File: config.mk
export PLATFORM = sky130hd
export DESIGN_NAME = sfifo_flags
export DESIGN_NICKNAME = d
export VERILOG_FILES = /design/src/rtl/sfifo_pkg.sv /design/src/rtl/sfifo_mem.sv /design/src/rtl/sfifo_flags.sv
export SDC_FILE = /design/constraint.sdc
export NUM_CORES = 1
export LEC_CHECK = 0
export ABC_AREA = 1
export CELL_PAD_IN_SITES_DETAIL_PLACEMENT = 1
export CELL_PAD_IN_SITES_GLOBAL_PLACEMENT = 1
export CORE_ASPECT_RATIO = 1.25
export CORE_UTILIZATION = 39
export CTS_CLUSTER_DIAMETER = 120
export DETAILED_ROUTE_END_ITERATION = 8
export PLACE_DENSITY_LB_ADDON = 0.1
export SLEW_MARGIN = 40
export SYNTH_ARGS = -nofsm -noshare
export SYNTH_HDL_FRONTEND = slang
export SYNTH_SLANG_ARGS = --single-unit
File: constraint.sdc
create_clock -name i_clk -period 7.1 [get_ports i_clk]
set_input_delay 1.42 -clock i_clk [delete_from_list [all_inputs] [get_ports i_clk]]
set_output_delay 1.42 -clock i_clk [all_outputs]
set_load 0.05 [all_outputs]
File: src/rtl/sfifo_pkg.sv
// Shared sizing and flag helpers for the sfifo family.
package sfifo_pkg;

  function automatic int ptr_w(input int lgflen);
    return lgflen + 1;
  endfunction

  function automatic logic fill_ge(input int fill, input int thresh);
    return fill >= thresh;
  endfunction

  function automatic logic fill_le(input int fill, input int thresh);
    return fill <= thresh;
  endfunction

  function automatic bit af_legal(input int lgflen, input int thresh);
    return (thresh >= 1) && (thresh <= (1 << lgflen));
  endfunction

  function automatic bit ae_legal(input int lgflen, input int thresh);
    return (thresh >= 0) && (thresh <= (1 << lgflen) - 1);
  endfunction

endpackage

File: src/rtl/sfifo_mem.sv
// Storage array for sfifo_flags: one write port, one read port; array itself is never reset.
// Latency: async read with SFIFO_FWFT_EN, else one-cycle registered read (output reg resets to 0).
// Backpressure: none; the caller only enables ports for accepted transfers.
module sfifo_mem #(
  parameter int BW = 8,
  parameter int AW = 4
) (
  input  logic          i_clk,
  input  logic          i_reset_n,
  input  logic          wr_en,
  input  logic [AW-1:0] wr_addr,
  input  logic [BW-1:0] wr_dat,
  input  logic          rd_en,
  input  logic [AW-1:0] rd_addr,
  output logic [BW-1:0] rd_dat
);

  logic [BW-1:0] mem [0:(1<<AW)-1];

  always_ff @(posedge i_clk) begin
    if (wr_en) mem[wr_addr] <= wr_dat;
  end

`ifdef SFIFO_FWFT_EN
  logic unused_ok;
  assign unused_ok = &{1'b0, i_reset_n, rd_en};
  assign rd_dat = mem[rd_addr];
`else
  // Read-before-write on a same-address collision returns the old word.
  always_ff @(posedge i_clk or negedge i_reset_n) begin
    if (!i_reset_n)  rd_dat <= '0;
    else if (rd_en)  rd_dat <= mem[rd_addr];
  end
`endif

endmodule

File: src/rtl/sfifo_flags.sv
// Synchronous FIFO with flush, almost-full/empty thresholds and sticky error flags.
// Latency: write visible after its edge; read 1 cycle (registered) or 0 with SFIFO_FWFT_EN.
// Backpressure: writes on full are dropped (overflow) unless a read is accepted the same cycle.
module sfifo_flags
  import sfifo_pkg::*;
#(
  parameter int BW        = 8,
  parameter int LGFLEN    = 4,
  parameter int AF_THRESH = (1 << LGFLEN) - 2,
  parameter int AE_THRESH = 2
) (
  input  logic            i_clk,
  input  logic            i_reset_n,
  input  logic            i_flush,
  input  logic            i_wr,
  input  logic [BW-1:0]   i_data,
  output logic            o_full,
  output logic            o_almost_full,
  output logic [LGFLEN:0] o_fill,
  output logic            o_overflow,
  input  logic            i_rd,
  output logic [BW-1:0]   o_data,
  output logic            o_rd_valid,
  output logic            o_empty,
  output logic            o_almost_empty,
  output logic            o_underflow
);

  localparam int PW    = ptr_w(LGFLEN);
  localparam int DEPTH = 1 << LGFLEN;

  if (!af_legal(LGFLEN, AF_THRESH)) begin : g_bad_af
    $error("sfifo_flags: AF_THRESH out of range");
  end
  if (!ae_legal(LGFLEN, AE_THRESH)) begin : g_bad_ae
    $error("sfifo_flags: AE_THRESH out of range");
  end

  logic [PW-1:0] wr_addr, rd_addr;
  logic          w_wr, w_rd;

  assign o_fill         = wr_addr - rd_addr;
  assign o_full         = (o_fill == PW'(DEPTH));
  assign o_empty        = (o_fill == '0);
  assign o_almost_full  = fill_ge(int'(o_fill), AF_THRESH);
  assign o_almost_empty = fill_le(int'(o_fill), AE_THRESH);

  assign w_rd = i_rd && !o_empty;
  assign w_wr = i_wr && (!o_full || w_rd);

  always_ff @(posedge i_clk or negedge i_reset_n) begin
    if (!i_reset_n) begin
      wr_addr     <= '0;
      rd_addr     <= '0;
      o_overflow  <= 1'b0;
      o_underflow <= 1'b0;
    end else if (i_flush) begin
      wr_addr     <= '0;
      rd_addr     <= '0;
      o_overflow  <= 1'b0;
      o_underflow <= 1'b0;
    end else begin
      if (w_wr)          wr_addr     <= wr_addr + PW'(1);
      if (w_rd)          rd_addr     <= rd_addr + PW'(1);
      if (i_wr && !w_wr) o_overflow  <= 1'b1;
      if (i_rd && o_empty) o_underflow <= 1'b1;
    end
  end

  sfifo_mem #(.BW(BW), .AW(LGFLEN)) u_mem (
    .i_clk     (i_clk),
    .i_reset_n (i_reset_n),
    .wr_en     (w_wr && !i_flush),
    .wr_addr   (wr_addr[LGFLEN-1:0]),
    .wr_dat    (i_data),
    .rd_en     (w_rd && !i_flush),
    .rd_addr   (rd_addr[LGFLEN-1:0]),
    .rd_dat    (o_data)
  );

`ifdef SFIFO_FWFT_EN
  assign o_rd_valid = !o_empty;
`else
  always_ff @(posedge i_clk or negedge i_reset_n) begin
    if (!i_reset_n)   o_rd_valid <= 1'b0;
    else if (i_flush) o_rd_valid <= 1'b0;
    else              o_rd_valid <= w_rd;
  end
`endif

endmodule
## Yosys cells after proc, flatten, opt, wreduce, memory -nomap -nowiden

Memories as Yosys holds them, arrays and structs flattened. A register that Yosys moved wholly into a read port is not among the register bits.
Index checks and enable logic that the tools add are counted.

- Output and inout port bits: 20
- Bits in writable memories: 128
- Bits in registers: 13
- Memories kept: 1
- Bits in latches: 0
- Word-level logic and storage cells: 40
- Memory bits (read-only): 0

Memory list:

| name | depth | width | rd ports | clocked after Yosys merged registers in | wr ports | RTL line | source |
|---|---|---|---|---|---|---|---|
| u_mem.mem | 16 | 8 | 1 | 1 | 1 | sfifo_mem.sv:18 | `logic [BW-1:0] mem [0:(1<<AW)-1];` |

- $lt $le $gt $ge: 2
- Multiply operators: 0
- Bitwise logic cells: 0
- Reductions and logical operators: 17
- Div/mod/pow operators: 0
- Equal/unequal tests: 1
- Shift-type cells: 0
- $add $sub $neg: 3
- Multiplexer cells: 11

Operators with widths:

| cell | number |
|---|---|
| two-way mux 5 bit | 4 |
| adder 5 x 1 -> 5 bit (second input constant) | 2 |
| nonzero test 2 bit | 4 |
| two-way mux 1 bit | 7 |
| logical AND 1 bit | 6 |
| == test 5 bit (second input constant) | 1 |
| greater-or-equal comparator 5 x 4 -> 1 bit (second input constant) | 1 |
| <= comparator 5 x 2 -> 1 bit (second input constant) | 1 |
| logical NOT 1 bit | 5 |
| logical NOT 5 bit | 1 |
| subtractor 5 bit | 1 |
| logical OR 1 bit | 1 |

## Logic depth before layout (Yosys ltp)

Gate-level depths: netlist of the first run.

- Depth after elaboration: 10
- Mapped depth: 13
- Gate-level depth less buffers: 13

## Hierarchy

Synthesis of the first run repeated with hierarchy kept, for this count alone.

- Cell total of the unflattened synthesis: 598
- Area total of the unflattened synthesis: 6582.6 um^2

By module, submodules not included:

| module | seq. area each (um^2) | cells each | area an instance (um^2) | instances |
|---|---|---|---|---|
| sfifo_mem | 4043.9 | 483 | 5635.4 | 1 |
| sfifo_flags | 325.3 | 115 | 947.2 | 1 |

## Worst setup path after synthesis of the first run

No wires, ideal clock.

- Path type: flip-flop to output port
- Start: reg rd_addr[2]
- End: out o_almost_empty
- Stages on the path, launching flop included: 8
- Buffers on the path: 0
- Arrival: 3108 ps
- Slack: 2572 ps
- Cell sequence: dfrtp_1 clkinv_1 ha_1 a21oi_1 nand3_1 nand2_2 inv_1 nor4_1

- Word-level cells in the longest chain between the ends: 2

RTL lines:

| what | RTL line | source |
|---|---|---|
| from (decl) | sfifo_flags.sv:39 | `logic [PW-1:0] wr_addr, rd_addr;` |
| from (signal assigned) | sfifo_flags.sv:64 | `if (w_rd) rd_addr <= rd_addr + PW'(1);` |
| subtractor 5 bit | sfifo_flags.sv:42 | `assign o_fill = wr_addr - rd_addr;` |
| named net o_fill[3] | sfifo_flags.sv:19 | `output logic [LGFLEN:0] o_fill,` |
| <= comparator 5 x 2 -> 1 bit | sfifo_pkg.sv:13 | `return fill <= thresh;` |
| to (decl) | sfifo_flags.sv:25 | `output logic o_almost_empty,` |

The timed path passes the listed nets, and every way through them passes these cells.

## Worst setup path after layout of the first run

- Start: reg rd_addr[2]
- End: out o_almost_empty

- Word-level cells in the longest chain between the ends: 2

RTL lines:

| what | RTL line |
|---|---|
| subtractor 5 bit | sfifo_flags.sv:42 |
| <= comparator 5 x 2 -> 1 bit | sfifo_pkg.sv:13 |

No other way between the ends.

==> results of run 1 <==
-- report_power, final --
part	total [mW]	switching [mW]	internal, mW
clock	0.846	0.362	0.484
combinational	1.02	0.722	0.296
sequential	1.02	0.0242	0.995
total	2.88	1.11	1.78
-- cell usage after synthesis (all sizes together) --
| cell type | n | area [sq um] |
|---|---|---|
| inv | 32 | 123 |
| xor2 | 6 | 52.6 |
| buf | 10 | 66.3 |
| clkinv | 2 | 7.51 |
| nand4 | 6 | 52.6 |
| nand3 | 30 | 173 |
| fa | 1 | 20.0 |
| clkbuf | 14 | 52.6 |
| o22ai | 8 | 50.1 |
| nor2 | 110 | 428 |
| o211ai | 16 | 120 |
| edfxtp | 128 | 3840 |
| nor4 | 1 | 6.26 |
| a21oi | 3 | 15.0 |
| ha | 9 | 113 |
| o21ai | 74 | 370 |
| nand2 | 96 | 385 |
| dfrtp | 21 | 526 |
| nor3 | 5 | 25.0 |
| xnor2 | 2 | 25.0 |
| nand3b | 2 | 15.0 |
-- routing by layer --
layer	vias to the layer above	GRT usage	share of wire
li1	2074	-	-
met1	2190	0.284	0.44
met2	58	0.344	0.52
met3	16	0.0441	0.026
met4	0	0.0557	0.014
met5	-	0	0
-- cell usage in the layout (no fill, tap or decap), drive strengths merged, types with 2 or more instances in the layout --
cell type,netlist,routed
a21oi,3,3
buf,10,9
clkbuf,14,18
clkdlybuf4s50,0,30
clkinv,2,6
clkinvlp,0,5
dfrtp,21,21
edfxtp,128,128
ha,9,9
inv,32,36
nand2,96,96
nand3,30,30
nand3b,2,2
nand4,6,6
nor2,110,110
nor3,5,5
o211ai,16,16
o21ai,74,74
o22ai,8,8
xnor2,2,2
xor2,6,6
-- cell type report --
| type | instances | area share |
|---|---|---|
| inverters | 34 | 0.0175 |
| clock inverters | 14 | 0.0167 |
| repair buffers | 39 | 0.0480 |
| clock buffers | 18 | 0.0568 |
| multi-input cells | 369 | 0.247 |
| well taps | 216 | 0.0357 |
| flip-flops and latches | 149 | 0.578 |
-- stage by stage --
stage,cell area [sq um],total power [mW],std cells
final,7560,2.88,839
after global routing,7560,3.05,839
after CTS,7550,2.93,839
after detailed placement,7000,2.07,807
after global placement,6990,2.06,807
after floorplan,6470,1.76,576
-- state kept, by name, indices dropped and copies added, names as in the netlist --
signal	flops
u_mem.rd_dat	8
o_overflow	1
o_underflow	1
wr_addr	5
u_mem.mem	128
o_rd_valid	1
rd_addr	5
-- path summary, 6_finish.rpt --
kind | start | end | slack [ns] | depth (start not counted)
max in group asynchronous | i_reset_n | rd_addr[0]$_DFFE_PN0P_ | 5.76 | 1
min in group asynchronous | i_reset_n | o_rd_valid$_DFF_PN0_ | 0.97 | 1
worst min register to register | u_mem.rd_dat[1]$_DFFE_PN0P_ | u_mem.rd_dat[1]$_DFFE_PN0P_ | 0.49 | 2
worst max-delay path | rd_addr[2]$_DFFE_PN0P_ | o_almost_empty | 1.92 | 8
worst min-delay path | u_mem.rd_dat[1]$_DFFE_PN0P_ | u_mem.rd_dat[1]$_DFFE_PN0P_ | 0.49 | 2
worst max register to register | rd_addr[2]$_DFFE_PN0P_ | u_mem.mem[1][1]$_DFFE_PP_ | 3.45 | 9
-- cells by family (layout without fill, tap and decap cells) --
family / Yosys count / count (layout) / synth area share
AND/OR/NAND/NOR: 250 / 250 / 0.168
AO/OA/AOI/OAI: 101 / 101 / 0.0859
XOR/XNOR: 8 / 8 / 0.0120
buffers and inverters: 58 / 105 / 0.0385
adder cells (fa/ha/maj): 10 / 10 / 0.0205
flip-flops: 149 / 149 / 0.675
-- critical path: cells and delay by family, from the launching register on --
| kind | cells | cell delay [ns] |
|---|---|---|
| buffers and inverters | 3 | 1.45 |
| DFF | 1 | 0.70 |
| adders and majority gates | 1 | 0.51 |
| AOI/OAI and AO/OA | 1 | 0.19 |
| and+or+nand+nor | 3 | 0.49 |
==> metrics.yaml, run 1 <==
fillers: 1758
max_slew.worst_pin.slew_ns: 0.818
cts.sinks: 149
hold_class: "reg2reg"
critPathMaxStageDelay_ns: 0.86
synth.net_count: 599
initial_utilization: 0.399
drive_gt1_frac: 0.104
slew-limit-headroom: 0.453
synth-seq-area-share: 0.675
syn_to_final_growth_pct: 16.9
cp_max_fo: 14
period_share: 0.730
synth_seq_cells: 149
die_area_sq_mm: 0.0171
tns_ns: 0
cts_resized: 0
io_pins: 33
numCtsBuffers: 17
final_hold_viol_count: 0
drt-initial-drc-count: 287
required_ns: 5.68
cts_hold_buf: 0
num-nets-final: 633
min_period_ns: 5.18
drt_pass1_iterations: 4
wl_per_cell_um: 19.2
netlist_area_sq_mm: 0.00647
worst_slack_ns: 1.92
yosys_warnings: 0
postSynthAreaPerCell_sq_um: 11.2
htree_num_levels: 4
arrival_ns: 3.76
grt_start_max_net_pins: 70
hold_ws_ns: 0.489
fp-row-count: 52
cp-end-kind: "output port"
slew_viol_final: 0
die_y_um: 146
synth_cells: 576
worst_ir_drop_vdd_v: 0.000272
vias_per_cell: 5.17
core-area_sq_mm: 0.0162
rsz0062_at_grt: "no"
crit_path_cell_trace: "clkinv_1 -> ha_1 -> a21oi_1 -> nand3_1 -> nand2_2 -> inv_1 -> nor4_1 -> clkdlybuf4s50_1"
die_width_um: 117
cts_buffer_depth: 2
vias: 4338
fmax_ghz: 0.193
final_util: 0.467
diodes: 0
drc: 0
multiInputGateArea_sq_mm: 0.00187
first_global_vias: 4611
root_buffer: "clkbuf_16"
setup_viol: 0
antenna_found_initial: 0
clk-insertion-delay-late_ns: 0.42
routabilityCongestion: 0.789
timing.max_cap.violations: 0
place_ws_ns: 2.34
start_kind: "register"
tritoncts: "done"
path_clk_slew_ns: 0.06
leakage_nw: 2.77
post-dp-hpwl_um: 10500
portBuffers: 32
layout.area.seq_sq_mm: 0.00437
cts_setup_buffers: 0
fin_worst_skew_ns: 0.00840
ant_nets: 0
synth_cell_types: 35
status: "complete, no violations"
grt_pass1_wl_um: 26100
overflow: 0
drt_wl_total_um: 16100
grt_util_all_layers: 0.211
powerDensity_mw_per_mm2: 381
crit_slowest_cell: "clkdlybuf4s50_1"
critPathKind: "reg2out"
Power figures use the tool's default switching activity.
==> run 2, diff against run 1 <==
==> constraint.sdc (replaced) <==
create_clock -name i_clk -period 5.3 [get_ports i_clk]
set_input_delay 1.06 -clock i_clk [delete_from_list [all_inputs] [get_ports i_clk]]
set_output_delay 1.06 -clock i_clk [all_outputs]
set_load 0.05 [all_outputs]
==> metrics.yaml, run 2 (synthesis gave the netlist of run 1 again) <==
status: "complete, no violations"
power_frac_clock: 0.290  # -0.003
cp.depth: 8  # unchanged
cp_num_buf_inv: 3  # unchanged
core-area_sq_mm: 0.0162  # unchanged
powerDensity_mw_per_mm2: 512  # +34%
cts_setup_buffers: 0  # unchanged
root_buffer: "clkbuf_16"
setup_viol: 0  # unchanged
cts.sinks: 149  # unchanged
post-dp-hpwl_um: 10900  # +4.3%
crit_start: "rd_addr[2]$_DFFE_PN0P_"
path_clk_slew_ns: 0.06  # about the same
vias: 4312  # -0.60%
cts_hold_buf: 0  # unchanged
endpoint: "o_almost_empty"
final_hold_viol_count: 0  # unchanged
swShare: 0.378  # -0.00664
r2r_start: "rd_addr[2]$_DFFE_PN0P_"
drt_wl_total_um: 16700  # +3.8%
tritoncts: "done"
clk-insertion-delay-late_ns: 0.42  # about the same
vias_per_cell: 5.15  # -0.48%
max_slew.worst_pin.slew_ns: 0.839  # +0.0211 ns
die_width_um: 117  # unchanged
crit_slowest_cell: "clkdlybuf4s50_1"
timing.max_cap.violations: 0  # unchanged
portBuffers: 32  # unchanged
r2r_slack_ns: 1.84  # -1.61 ns
first_global_vias: 4668  # +1.2%
die_area_sq_mm: 0.0171  # unchanged
syn_to_final_growth_pct: 16.9  # about the same
mostFrequentLayoutCells: "edfxtp_1 (128), nor2_1 (99), nand2_1 (90)"
num-nets-final: 633  # unchanged
final_common_cell: "edfxtp_1"
drive_gt1_frac: 0.0997  # -0.00466
diodes: 0  # unchanged
wl_per_cell_um: 20.0  # +3.9%
p_seq_frac: 0.356  # +0.003
p_switching_mw: 1.46  # +32%
drt-initial-drc-count: 260  # -9.4%
period_share: 0.869
required_ns: 4.24  # -1.44 ns
slew-limit-headroom: 0.439  # -0.0138
drc: 0  # unchanged
largest_reg_flops: 128  # unchanged
drt_pass1_iterations: 4  # unchanged
grt_start_max_net_pins: 69  # -1.4%
leakage_nw: 2.78  # +0.38%
design_area_sq_mm: 0.00756  # about the same
tns_ns: 0  # unchanged
antenna_found_initial: 0  # unchanged
critPathKind: "reg2out"
start_kind: "register"
routabilityCongestion: 0.803  # +1.8%
overflow: 0  # unchanged
htree_num_levels: 4  # unchanged
cts_resized: 0  # unchanged
slew_viol_final: 0  # unchanged
pwr-share-comb: 0.354  # about the same
fmax_ghz: 0.217
fin_worst_skew_ns: 0.00526  # -0.00313 ns
cp_max_fo: 14  # unchanged
critical-path-top-delay-family: "buffers and inverters"
critPathMaxStageDelay_ns: 0.85  # about the same
dpl-instance-area_sq_mm: 0.00700  # about the same
reg2reg_to: "u_mem.mem[15][4]$_DFFE_PP_"
numCtsBuffers: 17  # unchanged
crit_path_cell_trace: "clkinv_1 -> ha_1 -> a21oi_1 -> nand3_1 -> nand2_2 -> inv_1 -> nor4_1 -> clkdlybuf4s50_1"
initial_utilization: 0.399  # unchanged
grt_pass1_wl_um: 26300  # +0.61%
cts_buffer_depth: 2  # unchanged
worst_ir_drop_vdd_v: 0.000497  # +83%
min_period_ns: 4.61
ff2ff_path_depth: 9  # unchanged
largestRegisters: "u_mem.mem: 128 flops, u_mem.rd_dat: 8 flops"
io_pins: 33  # unchanged
rsz0062_at_grt: "no"
fillers: 1738  # -1.1%
hold_class: "reg2reg"
largest_register: "u_mem.mem"
ant_nets: 0  # unchanged
cp-end-kind: "output port"
fp-row-count: 52  # unchanged
die_y_um: 146  # unchanged
grt_util_all_layers: 0.216  # +0.00471
arrival_ns: 3.55  # -0.21 ns
p_int_mw: 2.41  # +36%
-- run 2: worst min path at each step --
stage                                start                           to  slack [ns]  depth (start not counted)
2_1_floorplan       wr_addr[4]$_DFFE_PN0P_       wr_addr[4]$_DFFE_PN0P_        0.53                          2
3_3_place_gp   u_mem.rd_dat[2]$_DFFE_PN0P_  u_mem.rd_dat[2]$_DFFE_PN0P_        0.47                          2
3_5_place_dp   u_mem.rd_dat[1]$_DFFE_PN0P_  u_mem.rd_dat[1]$_DFFE_PN0P_        0.47                          2
4_1_cts        u_mem.rd_dat[1]$_DFFE_PN0P_  u_mem.rd_dat[1]$_DFFE_PN0P_        0.49                          2
5_1_grt        u_mem.rd_dat[2]$_DFFE_PN0P_  u_mem.rd_dat[2]$_DFFE_PN0P_        0.52                          2
6_report       u_mem.rd_dat[7]$_DFFE_PN0P_  u_mem.rd_dat[7]$_DFFE_PN0P_        0.49                          2
-- run 2: tightest hold or removal path: stages (launching register included) --
cell     delay, ns
dfrtp_1       0.35
nand2_1       0.06
nand2_1       0.05
-- run 2: per-layer routing --
metal  vias to the layer above  track usage  wire (um)
li1                       2071            -          -
met1                      2142        0.277       7190
met2                        78        0.354       8430
met3                        21       0.0450        656
met4                         0       0.0823        470
met5                         -            0          0
-- run 2: cell type report --
cell class	instances	area, sq um	area share
Clock buffer	18	429	0.0568
Clock inverter	13	116	0.0154
Inverter	34	133	0.0175
Multi-Input combinational cell	369	1870	0.248
Sequential cell	149	4370	0.578
Tap cell	216	270	0.0357
Timing Repair Buffer	39	368	0.0487
-- run 2: power by group through the flow --
stage	Clock, mW	Combinational, mW	Sequential [mW]
floorplan	0	0.840	1.51
global placement	0	1.36	1.40
detailed placement	0	1.39	1.40
CTS	1.14	1.39	1.38
global route	1.18	1.50	1.39
finish	1.12	1.37	1.38
-- run 2: stage by stage --
step / std cells / setup WS (ns) / hold slack, ns / util / power, mW
final: 838 / 0.692 / 0.488 / 0.467 / 3.87
after CTS: 838 / 0.668 / 0.489 / 0.466 / 3.91
after detailed placement: 807 / 1.13 / 0.473 / 0.432 / 2.79
after floorplan: 576 / 1.13 / 0.529 / - / 2.35
after global routing: 838 / 0.524 / 0.521 / 0.467 / 4.06
after global placement: 807 / 1.21 / 0.466 / 0.432 / 2.76
==> run 3, diff against run 2 <==
--- a/config.mk
+++ b/config.mk
@@ -9,8 +9,8 @@
 export CELL_PAD_IN_SITES_DETAIL_PLACEMENT = 1
 export CELL_PAD_IN_SITES_GLOBAL_PLACEMENT = 1
 export CORE_ASPECT_RATIO = 1.25
-export CORE_UTILIZATION = 39
-export CTS_CLUSTER_DIAMETER = 120
+export CORE_UTILIZATION = 30
+export CTS_CLUSTER_DIAMETER = 40
 export DETAILED_ROUTE_END_ITERATION = 8
 export PLACE_DENSITY_LB_ADDON = 0.1
 export SLEW_MARGIN = 40
==> metrics.yaml, run 3 (synthesis gave the netlist of run 1 again) <==
root_buffer: "clkbuf_16"
period_share: 0.876  # +0.00643
vias_per_cell: 4.79  # -6.9%
fin_worst_skew_ns: 0.0112  # +0.00598 ns
crit_path_cell_trace: "clkinv_1 -> ha_1 -> a21oi_1 -> nand3_1 -> nand2_2 -> inv_1 -> nor4_1 -> clkdlybuf4s50_1"
die_width_um: 133  # +14%
swShare: 0.373  # -0.00433
htree_num_levels: 4  # unchanged
drc: 0  # unchanged
timing.max_cap.violations: 0  # unchanged
cp-end-kind: "output port"
final_common_cell: "edfxtp_1"
drt_wl_total_um: 16900  # +0.90%
setup_viol: 0  # unchanged
r2r_start: "rd_addr[2]$_DFFE_PN0P_"
rsz0062_at_grt: "no"
post-dp-hpwl_um: 11100  # +1.6%
grt_start_max_net_pins: 70  # +1.4%
routabilityCongestion: 0.788  # -2.0%
largest_register: "u_mem.mem"
antenna_found_initial: 0  # unchanged
cts_buffer_depth: 2  # unchanged
required_ns: 4.24  # about the same
pwr-share-comb: 0.341  # -0.013
crit_slowest_cell: "clkdlybuf4s50_1"
cts_setup_buffers: 0  # unchanged
ff2ff_path_depth: 9  # unchanged
min_period_ns: 4.64  # +0.0341 ns
critPathKind: "reg2out"
total_power_mw: 3.96  # +2.2%
core-area_sq_mm: 0.0210  # +29%
powerDensity_mw_per_mm2: 513  # +0.22%
portBuffers: 32  # unchanged
slew_viol_final: 0  # unchanged
numCtsBuffers: 17  # unchanged
slew-limit-headroom: 0.429  # -0.0101
hold_ws_ns: 0.481  # -0.00669 ns
initial_utilization: 0.309  # -0.0907
mostFrequentLayoutCells: "edfxtp_1 (128), nor2_1 (96), nand2_1 (90)"
critPathMaxStageDelay_ns: 0.85  # about the same
ant_nets: 0  # unchanged
diodes: 0  # unchanged
final_hold_viol_count: 0  # unchanged
p_switching_mw: 1.48  # +1.0%
first_global_vias: 4591  # -1.6%
tritoncts: "done"
final_util: 0.368  # -0.0989
die_y_um: 166  # +14%
arrival_ns: 3.58  # +0.03 ns
status: "complete, no violations"
grt_pass1_wl_um: 26600  # +1.1%
fmax_ghz: 0.215  # -0.73%
start_kind: "register"
drive_gt1_frac: 0.114  # +0.0139
reg2reg_to: "u_mem.mem[7][6]$_DFFE_PP_"
place_ws_ns: 1.04  # -0.0887 ns
leakage_nw: 2.80  # +0.70%
p_seq_frac: 0.349  # -0.007
hold_class: "reg2reg"
die_area_sq_mm: 0.0222  # +30%
syn_to_final_growth_pct: 19.2
cts_resized: 0  # unchanged
overflow: 0  # unchanged
grt_util_all_layers: 0.163  # -0.0531
largest_reg_flops: 128  # unchanged
io_pins: 33  # unchanged
drt-initial-drc-count: 272  # +4.6%
fp-row-count: 59  # +13%
cp_max_fo: 14  # unchanged
whs_endpoint: "u_mem.rd_dat[0]$_DFFE_PN0P_"
path_clk_slew_ns: 0.06  # about the same
drt_pass1_iterations: 4  # unchanged
r2r_slack_ns: 1.84  # about the same
tns_ns: 0  # unchanged
largestRegisters: "u_mem.mem: 128 flops, u_mem.rd_dat: 8 flops"
worst_slack_ns: 0.658  # -0.0341 ns
hold_depth: 2  # unchanged
power_frac_clock: 0.310  # +0.020
hold_start: "u_mem.rd_dat[0]$_DFFE_PN0P_"
cts_hold_buf: 0  # unchanged
clk-insertion-delay-late_ns: 0.42  # about the same
max_slew.worst_pin.slew_ns: 0.854  # +0.0146 ns
num-nets-final: 635  # +0.32%
p_int_mw: 2.48  # +2.9%
cts.sinks: 149  # unchanged
worst_ir_drop_vdd_v: 0.000541  # +8.7%
wl_per_cell_um: 18.8  # -5.9%
vias: 4307  # -0.12%
[run 3: cell count changes in the layout (fill, tap and decap cells not counted), moves of 2 or more]
cell / previous run / this run
clkinv_2: 6 / 1
inv_6: 0 / 4
clkinv_1: 5 / 2
clkinvlp_4: 2 / 5
nor2_1: 99 / 96
nor2_2: 10 / 13
buf_4: 7 / 9
[run 3: power groups by stage]
| stage | Combinational [mW] | Clock [mW] | Sequential (mW) |
|---|---|---|---|
| 3_5_place_dp | 1.37 | 0 | 1.41 |
| 5_1_grt | 1.49 | 1.30 | 1.39 |
| 6_report | 1.35 | 1.23 | 1.38 |
| 2_1_floorplan | 0.840 | 0 | 1.51 |
| 4_1_cts | 1.38 | 1.26 | 1.38 |
| 3_3_place_gp | 1.37 | 0 | 1.40 |
[run 3: per-stage QoR]
stage / instances / cell area, sq um
detailed placement: 867 / 7100
global placement: 867 / 7080
global route: 899 / 7710
finish: 899 / 7710
CTS: 899 / 7700
floorplan: 576 / 6470
[run 3: layer usage]
metal | part of all wire | vias up | global-route usage
met1 | 0.44 | 2168 | 0.194
met3 | 0.018 | 15 | 0.0287
met2 | 0.53 | 48 | 0.289
met5 | 0 | - | 0
met4 | 0.019 | 0 | 0.0588
li1 | - | 2076 | -
[run 3: worst max path at each step]
stage	from	end	slack, ns	cells past startpoint
4_1_cts	rd_addr[2]$_DFFE_PN0P_	o_almost_empty	0.59	9
2_1_floorplan	rd_addr[2]$_DFFE_PN0P_	o_almost_empty	1.13	7
3_5_place_dp	rd_addr[2]$_DFFE_PN0P_	o_almost_empty	1.04	9
6_report	rd_addr[2]$_DFFE_PN0P_	o_almost_empty	0.66	8
3_3_place_gp	rd_addr[2]$_DFFE_PN0P_	o_almost_empty	1.06	9
5_1_grt	rd_addr[2]$_DFFE_PN0P_	o_almost_empty	0.35	9
[run 3: cell type report]
cell class	count	area [sq um]
well taps	274	343
clock buffers	18	429
fillers	2315	13300
inverters	34	130
repair buffers	41	383
clock inverters	14	176
flip-flops and latches	149	4370
multi-input cells	369	1880
[run 3: worst max-delay path, delay by kind of cell (launching register included)]
kind                     cells  cell delay [ns]
buffers and inverters        3             1.38
flip-flops                   1             0.70
adder cells (fa/ha/maj)      1             0.48
AND/OR/NAND/NOR              3             0.42
AO/OA/AOI/OAI                1             0.18
